$ cat src/rtl/dpi_flow_sched.sv
`default_nettype none
// +--------------------------------------------------------------------------+
// | dpi_flow_sched                                                           |
// | Time-multiplexes one DFA engine across interleaved flows, saving and     |
// | restoring per-flow DFA state. Optional per-flow match counters are       |
// | enabled by defining DPI_MATCH_CNT_EN.                                    |
// | Revision: 1.0                                                            |
// +--------------------------------------------------------------------------+
module dpi_flow_sched #(
   parameter int NUM_FLOWS = 4,
   parameter int FLOW_W    = 2,
   parameter int STATE_W   = 11
) (
   input  logic               clk,
   input  logic               rst_n,
   input  logic               in_vld,
   input  logic [FLOW_W-1:0]  in_flow,
   input  logic [7:0]         in_char,
   output logic               in_rdy,
   input  logic               clr_vld,
   input  logic [FLOW_W-1:0]  clr_flow,
   output logic [7:0]         eng_char,
   output logic               eng_char_vld,
   output logic [STATE_W-1:0] eng_state,
   output logic               eng_state_vld,
   input  logic [STATE_W-1:0] eng_state_out,
   input  logic               eng_accept,
   output logic               match_vld,
   output logic [FLOW_W-1:0]  match_flow,
   output logic               busy,
   input  logic [FLOW_W-1:0]  cnt_sel,
   output logic [15:0]        cnt_out
);

   typedef enum logic [1:0] {
      ST_IDLE = 2'd0,
      ST_LOAD = 2'd1,
      ST_RUN  = 2'd2
   } state_e;

   state_e              state_q, state_d;
   logic [FLOW_W-1:0]   act_flow_q, act_flow_d;
   logic [STATE_W-1:0]  ctx_q [NUM_FLOWS];
   logic [STATE_W-1:0]  ctx_d [NUM_FLOWS];
   logic                match_vld_q, match_vld_d;
   logic [FLOW_W-1:0]   match_flow_q, match_flow_d;
   logic                w_accept;
   logic                w_save;
   logic                w_clr_act;

   assign w_clr_act = clr_vld && (clr_flow == act_flow_q);

   always_ff @(posedge clk or negedge rst_n) begin
      if (!rst_n) begin
         state_q      <= ST_IDLE;
         act_flow_q   <= '0;
         match_vld_q  <= 1'b0;
         match_flow_q <= '0;
      end else begin
         state_q      <= state_d;
         act_flow_q   <= act_flow_d;
         match_vld_q  <= match_vld_d;
         match_flow_q <= match_flow_d;
      end
   end

   always_comb begin
      state_d       = state_q;
      act_flow_d    = act_flow_q;
      in_rdy        = 1'b0;
      eng_char_vld  = 1'b0;
      eng_char      = '0;
      eng_state_vld = 1'b0;
      eng_state     = '0;
      w_accept      = 1'b0;
      w_save        = 1'b0;
      case (state_q)
         ST_IDLE: begin
            if (in_vld) begin
               act_flow_d = in_flow;
               state_d    = ST_LOAD;
            end
         end
         ST_LOAD: begin
            eng_state_vld = 1'b1;
            eng_state     = w_clr_act ? '0 : ctx_q[act_flow_q];
            state_d       = ST_RUN;
         end
         ST_RUN: begin
            // A switch saves the outgoing flow even when a clear targets it;
            // the clear then overrides that save in the context table.
            if (in_vld && (in_flow != act_flow_q)) begin
               w_save     = 1'b1;
               act_flow_d = in_flow;
               state_d    = ST_LOAD;
            end else if (w_clr_act) begin
               state_d = ST_LOAD;
            end else if (in_vld) begin
               w_accept     = 1'b1;
               in_rdy       = 1'b1;
               eng_char_vld = 1'b1;
               eng_char     = in_char;
            end
         end
         default: state_d = ST_IDLE;
      endcase
   end

   always_comb begin
      match_vld_d  = w_accept && eng_accept;
      match_flow_d = (w_accept && eng_accept) ? act_flow_q : '0;
   end

   always_comb begin
      for (int i = 0; i < NUM_FLOWS; i++) begin
         ctx_d[i] = ctx_q[i];
         if (clr_vld && (clr_flow == FLOW_W'(i)))
            ctx_d[i] = '0;
         else if (w_save && (act_flow_q == FLOW_W'(i)))
            ctx_d[i] = eng_state_out;
      end
   end

   always_ff @(posedge clk or negedge rst_n) begin
      if (!rst_n) begin
         for (int i = 0; i < NUM_FLOWS; i++) ctx_q[i] <= '0;
      end else begin
         for (int i = 0; i < NUM_FLOWS; i++) ctx_q[i] <= ctx_d[i];
      end
   end

   assign match_vld  = match_vld_q;
   assign match_flow = match_flow_q;
   assign busy       = (state_q != ST_IDLE);

`ifdef DPI_MATCH_CNT_EN
   logic [15:0] cnt_q [NUM_FLOWS];
   logic [15:0] cnt_d [NUM_FLOWS];

   always_comb begin
      for (int i = 0; i < NUM_FLOWS; i++) begin
         cnt_d[i] = cnt_q[i];
         if (clr_vld && (clr_flow == FLOW_W'(i)))
            cnt_d[i] = '0;
         else if (match_vld_q && (match_flow_q == FLOW_W'(i)) && (cnt_q[i] != 16'hFFFF))
            cnt_d[i] = cnt_q[i] + 16'd1;
      end
   end

   always_ff @(posedge clk or negedge rst_n) begin
      if (!rst_n) begin
         for (int i = 0; i < NUM_FLOWS; i++) cnt_q[i] <= '0;
      end else begin
         for (int i = 0; i < NUM_FLOWS; i++) cnt_q[i] <= cnt_d[i];
      end
   end

   assign cnt_out = cnt_q[cnt_sel];
`else
   logic w_unused_cnt_sel;
   assign w_unused_cnt_sel = ^cnt_sel;
   assign cnt_out          = '0;
`endif

endmodule
`default_nettype wire

$ cat config.mk
export PLATFORM = sky130hd
export DESIGN_NAME = dpi_flow_sched
export DESIGN_NICKNAME = d
export VERILOG_FILES = /design/src/rtl/dpi_flow_sched.sv
export SDC_FILE = /design/constraint.sdc
export NUM_CORES = 1
export LEC_CHECK = 0
export CELL_PAD_IN_SITES_DETAIL_PLACEMENT = 1
export CELL_PAD_IN_SITES_GLOBAL_PLACEMENT = 2
export CORE_AREA = 2 2 89 91
export DETAILED_ROUTE_END_ITERATION = 6
export DIE_AREA = 0 0 91 93
export DONT_BUFFER_PORTS = 1
export PLACE_DENSITY = 0.92
export SETUP_SLACK_MARGIN = 0.1
export SYNTH_ARGS = -nofsm -noshare
export SYNTH_HDL_FRONTEND = slang
export SYNTH_SLANG_ARGS = --single-unit
$ cat constraint.sdc
create_clock -name clk -period 3.6 [get_ports clk]
set_input_delay 0.72 -clock clk [delete_from_list [all_inputs] [get_ports clk]]
set_output_delay 0.72 -clock clk [all_outputs]
set_load 0.01 [all_outputs]
# After elaboration in Yosys (flattened, before gate mapping)
# Index checks and enable logic that the tools add are counted.
# word_totals
output_inout_bits,42
ff_bits,51
elab_cells,77
# op_classes
muxes,32
bitwise,1
magnitude_cmp,1
n_eq_ne,13
reduce_logical,22
# ops
op,n
$mux 11,12
$mux 8,4
$bmux 11 s2,1
$mux 2,6
$reduce_bool 2->1,6
$logic_and 1x1->1,11
$eq 2x2->1 const B,5
$mux 1,7
$eq 2x1->1 const B,3
$logic_not 2->1,3
$pmux 2 s3,1
$ne 2x2->1 const B,2
$pmux 2 s2,1
$ge 3x3->1 const B,1
$ne 3x3->1 const B,1
$not 2->3,1
$reduce_and 3->1,1
$eq 2x2->1,1
$ne 2x2->1,1
$reduce_and 2->1,1

# Depth between registers and ports, before layout
# logic_depth
depth_word,7
ltp_mapped,6
ltp_nobuf,3

# Least setup slack after synthesis
# OpenSTA, ideal clock, no wires.
# synth_path
path_kind,in2out
start,in in_flow[1]
end,out in_rdy
arrival_time_ns,1.791
path_stages,6
setup_slack_ns,1.089
path_cell_list,buf_4 > xnor2_1 > nand4_1 > buf_6 > nor2_1 > buf_4
# synth_via
elab_chain_len,4
# synth_lines
item,line,rtl
start: declaration,17,"input logic [FLOW_W-1:0] in_flow,"
$ne 2x2->1,92,if (in_vld && (in_flow != act_flow_q)) begin
$logic_and 1x1->1,92,
$mux 1 (2 in a row),--,
end: declaration,19,"output logic in_rdy,"
# No other way between the ends.

# Final worst setup path
# layout_path
start,reg act_flow_q[1]
end,out in_rdy
# layout_via
elab_chain_len,5
# layout_lines
item,line,rtl
start: declaration,42,"logic [FLOW_W-1:0] act_flow_q, act_flow_d;"
start signal: assignment,61,act_flow_q <= act_flow_d;
$eq 2x2->1,51,assign w_clr_act = clr_vld && (clr_flow == act_flow_q);
$logic_and 1x1->1,51,
$mux 1,--,
$mux 1 * (2 in a row),--,
# Mark *: on every way between the ends. The rest lies on a longest branch, timed or not.

==> flow_metrics.tcl <==
set metrics [dict create \
    drt_drc_violations_left 0 \
    slew_headroom 0.318 \
    die_h_um 93 \
    yosys_warnings 0 \
    ys_seq_area_frac 0.411 \
    worstSkewPairLatency_ns 0.31 \
    tns_ns 0 \
    io_buffers 0 \
    reg2reg_slack_ns 1.40 \
    dp_hpwl_mm 5.58 \
    p_int_mw 1.05 \
    syn2layout_area_growth_pct -0.322 \
    outcome "complete, no violations" \
    switchingPower_mw 0.642 \
    yosys-top-cells-count "dfrtp_1, a21oi_1" \
    cts_buffers 5 \
    p_leak_nw 1.18 \
    tightest_slew_ns 1.02 \
    crit_type "flop to output pin" \
    clock.fmax_ghz 0.327 \
    ir_worst_vdd_v 0.000202 \
    grt_max_degree 52 \
    cp.required_ns 2.88 \
    start_kind "flop" \
    postCtsHoldBufs 0 \
    dieArea_um2 8460 \
    clockBufferDepth 2 \
    insertedDiodeCount 0 \
    die_width_um 91 \
    r2r-end "ctx_q[21]$_DFFE_PN0P_" \
    cp-end-kind "output pin" \
    drive_above_1_share 0.154 \
    grt_pass1_vias 2496 \
    cap_violations 0 \
    drtAntennaViolNets 0 \
    post_drt_via_cell_ratio 6.14 \
    slew_violations 0 \
    initial_core_util 0.412 \
    drt-total-wl_mm 8.72 \
    synth-seq-cells 51 \
    drt_iter0_markers 205 \
    placementRows 32 \
    combPwrFrac 0.332 \
    path_clk_slew_ns 0.10 \
    tritoncts "yes" \
    synth_area_um2 3100 \
    pwr-share-clk 0.201 \
    hold_violations 0 \
    synthFlopType "dfrtp_1" \
    grt_pass1_wl_mm 13.9 \
    synth_top_area_frac 0.411 \
    crit_family "flip-flops" \
    grt_overflow 0 \
    io_pins 72 \
    postSynth.asyncResetShare 1.00 \
    r2r_start "act_flow_q[1]$_DFFE_PN0P_" \
    root_buffer "clkbuf_8" \
    grt_usage 0.213 \
    finClkSkew_ns 0.00505 \
    fin_nets 315 \
    netlist_instances 310 \
    crit_path_max_fanout 19 \
    htreeDepth 2 \
    post_cts_buffers 0 \
    totalPowerFinal_mw 1.69 \
    path_cells "xnor2_1, and3_1, nor2_1, buf_4" \
    synth_edf_count 0 \
    synth_top_area_cell "dfrtp_1" \
    antenna_found_initial 0 \
    power_density_nw_per_um2 547 \
    crit_arrival_ns 2.34 \
    yosysMostFrequentCell "dfrtp_1" \
    yosys-top-cells-area "dfrtp_1, mux4_2, a21oi_1, buf_4, o31ai_1" \
    seqPwrFrac 0.467 \
    cts_sinks 51 \
    yosysUniqueCellTypes 41 \
    gp_congestion 0.809 \
    hold_path.class "input port to async pin" \
    fin_crit_sh 0.849 \
    rsz0062_at_grt "no" \
    wl_per_cell_um 22.5 \
    p_sw_frac 0.379 \
    ctsResizeCount 0 \
    finalSetupViolCount 0 \
    vias 2384 \
    worstRegToRegCells 3 \
    fin_crit_ns 3.06 \
    cpPeakStageDelay_ns 0.90 \
    coreArea_um2 7530 \
    synth.avg_cell_area_um2 10.0 \
    first_pass_iters 4 \
    slowest_stage "dfrtp_1" \
    worstSetupStartpoint "act_flow_q[1]$_DFFE_PN0P_" \
    worstPathBufferInverterCount 1 \
]
[flip-flops by register name, summed over array words and instances, names as in the netlist]
| signal | cells |
|---|---|
| match_vld | 1 |
| match_flow | 2 |
| ctx_q | 44 |
| act_flow_q | 2 |
| state_q | 2 |
[cell usage in the layout, fill, tap and decap left out, types with 2 or more instances in the layout]
cell      netlist  layout
nor2b_1        13      13
conb_1          1      16
nor3_2          1       2
clkbuf_8        0       5
nand4_1        23      23
nor3b_2         8       9
buf_4          23       4
inv_1           3       3
a21oi_1        45      45
nand2_1         3       3
dfrtp_1        51      51
nand2b_1        4       4
xnor2_1         3       3
nand3_1        22      22
o31ai_1        23      23
o21ba_2         2       2
o21ai_0        23      23
nor2_1          2       2
mux4_2         11      11
and3_1          2       2
[kinds of logic after synthesis]
| kind of cell | after synthesis | synth area share |
|---|---|---|
| mux | 12 | 0.0834 |
| other cells | 1 | 0.00121 |
| flops | 51 | 0.411 |
| buf+inv | 55 | 0.108 |
| simple gates | 89 | 0.197 |
| xor+xnor | 4 | 0.0137 |
| compound gates | 98 | 0.186 |
[metrics by stage]
step	cells	hold slack (ns)	utilization	setup slack (ns)	area [µm²]
floorplan	325	0.424	-	1.09	3160
global placement	380	0.426	0.400	0.969	3010
detailed placement	380	0.426	0.400	0.876	3010
CTS	388	0.0863	0.411	0.529	3090
global route	388	0.0778	0.411	0.345	3090
finish	388	0.0936	0.411	0.544	3090
[worst reg2reg max path, cell delays in order (launching register included)]
cell     delay (ns)
dfrtp_1        0.90
and4b_1        0.89
nand4_1        0.18
a21oi_1        0.16
[routing by layer]
layer | vias to the layer above | GRT usage | part of all wire | wire length (µm)
met5 | - | 0 | 0 | 0
met4 | 0 | 0.0884 | 0.029 | 249
met3 | 18 | 0.0379 | 0.040 | 349
met2 | 61 | 0.377 | 0.53 | 4590
met1 | 1237 | 0.258 | 0.41 | 3530
li1 | 1068 | - | - | -
[area by class of cell]
class,count,area [µm²]
fill,891,4430
inverter,4,15.0
clock inverter,2,12.5
multi-input combinational,219,1560
clock buffer,6,72.6
tap,102,128
timing repair buffer,4,30.0
sequential,51,1280
[worst max path at each step]
stage                   end  slack [ns]  depth (start not counted)
3_3_place_gp   eng_char_vld        0.97                          4
2_1_floorplan        in_rdy        1.09                          6
6_report             in_rdy        0.54                          4
4_1_cts              in_rdy        0.53                          4
5_1_grt              in_rdy        0.35                          4
3_5_place_dp         in_rdy        0.88                          4
[power by group through the flow]
stage / clock (mW) / combinational [mW] / sequential [mW]
2_1_floorplan: 0 / 0.532 / 0.739
6_report: 0.341 / 0.562 / 0.790
3_3_place_gp: 0 / 0.540 / 0.795
5_1_grt: 0.365 / 0.613 / 0.810
4_1_cts: 0.344 / 0.561 / 0.790
3_5_place_dp: 0 / 0.560 / 0.803
(Power assumes the default switching activity.)
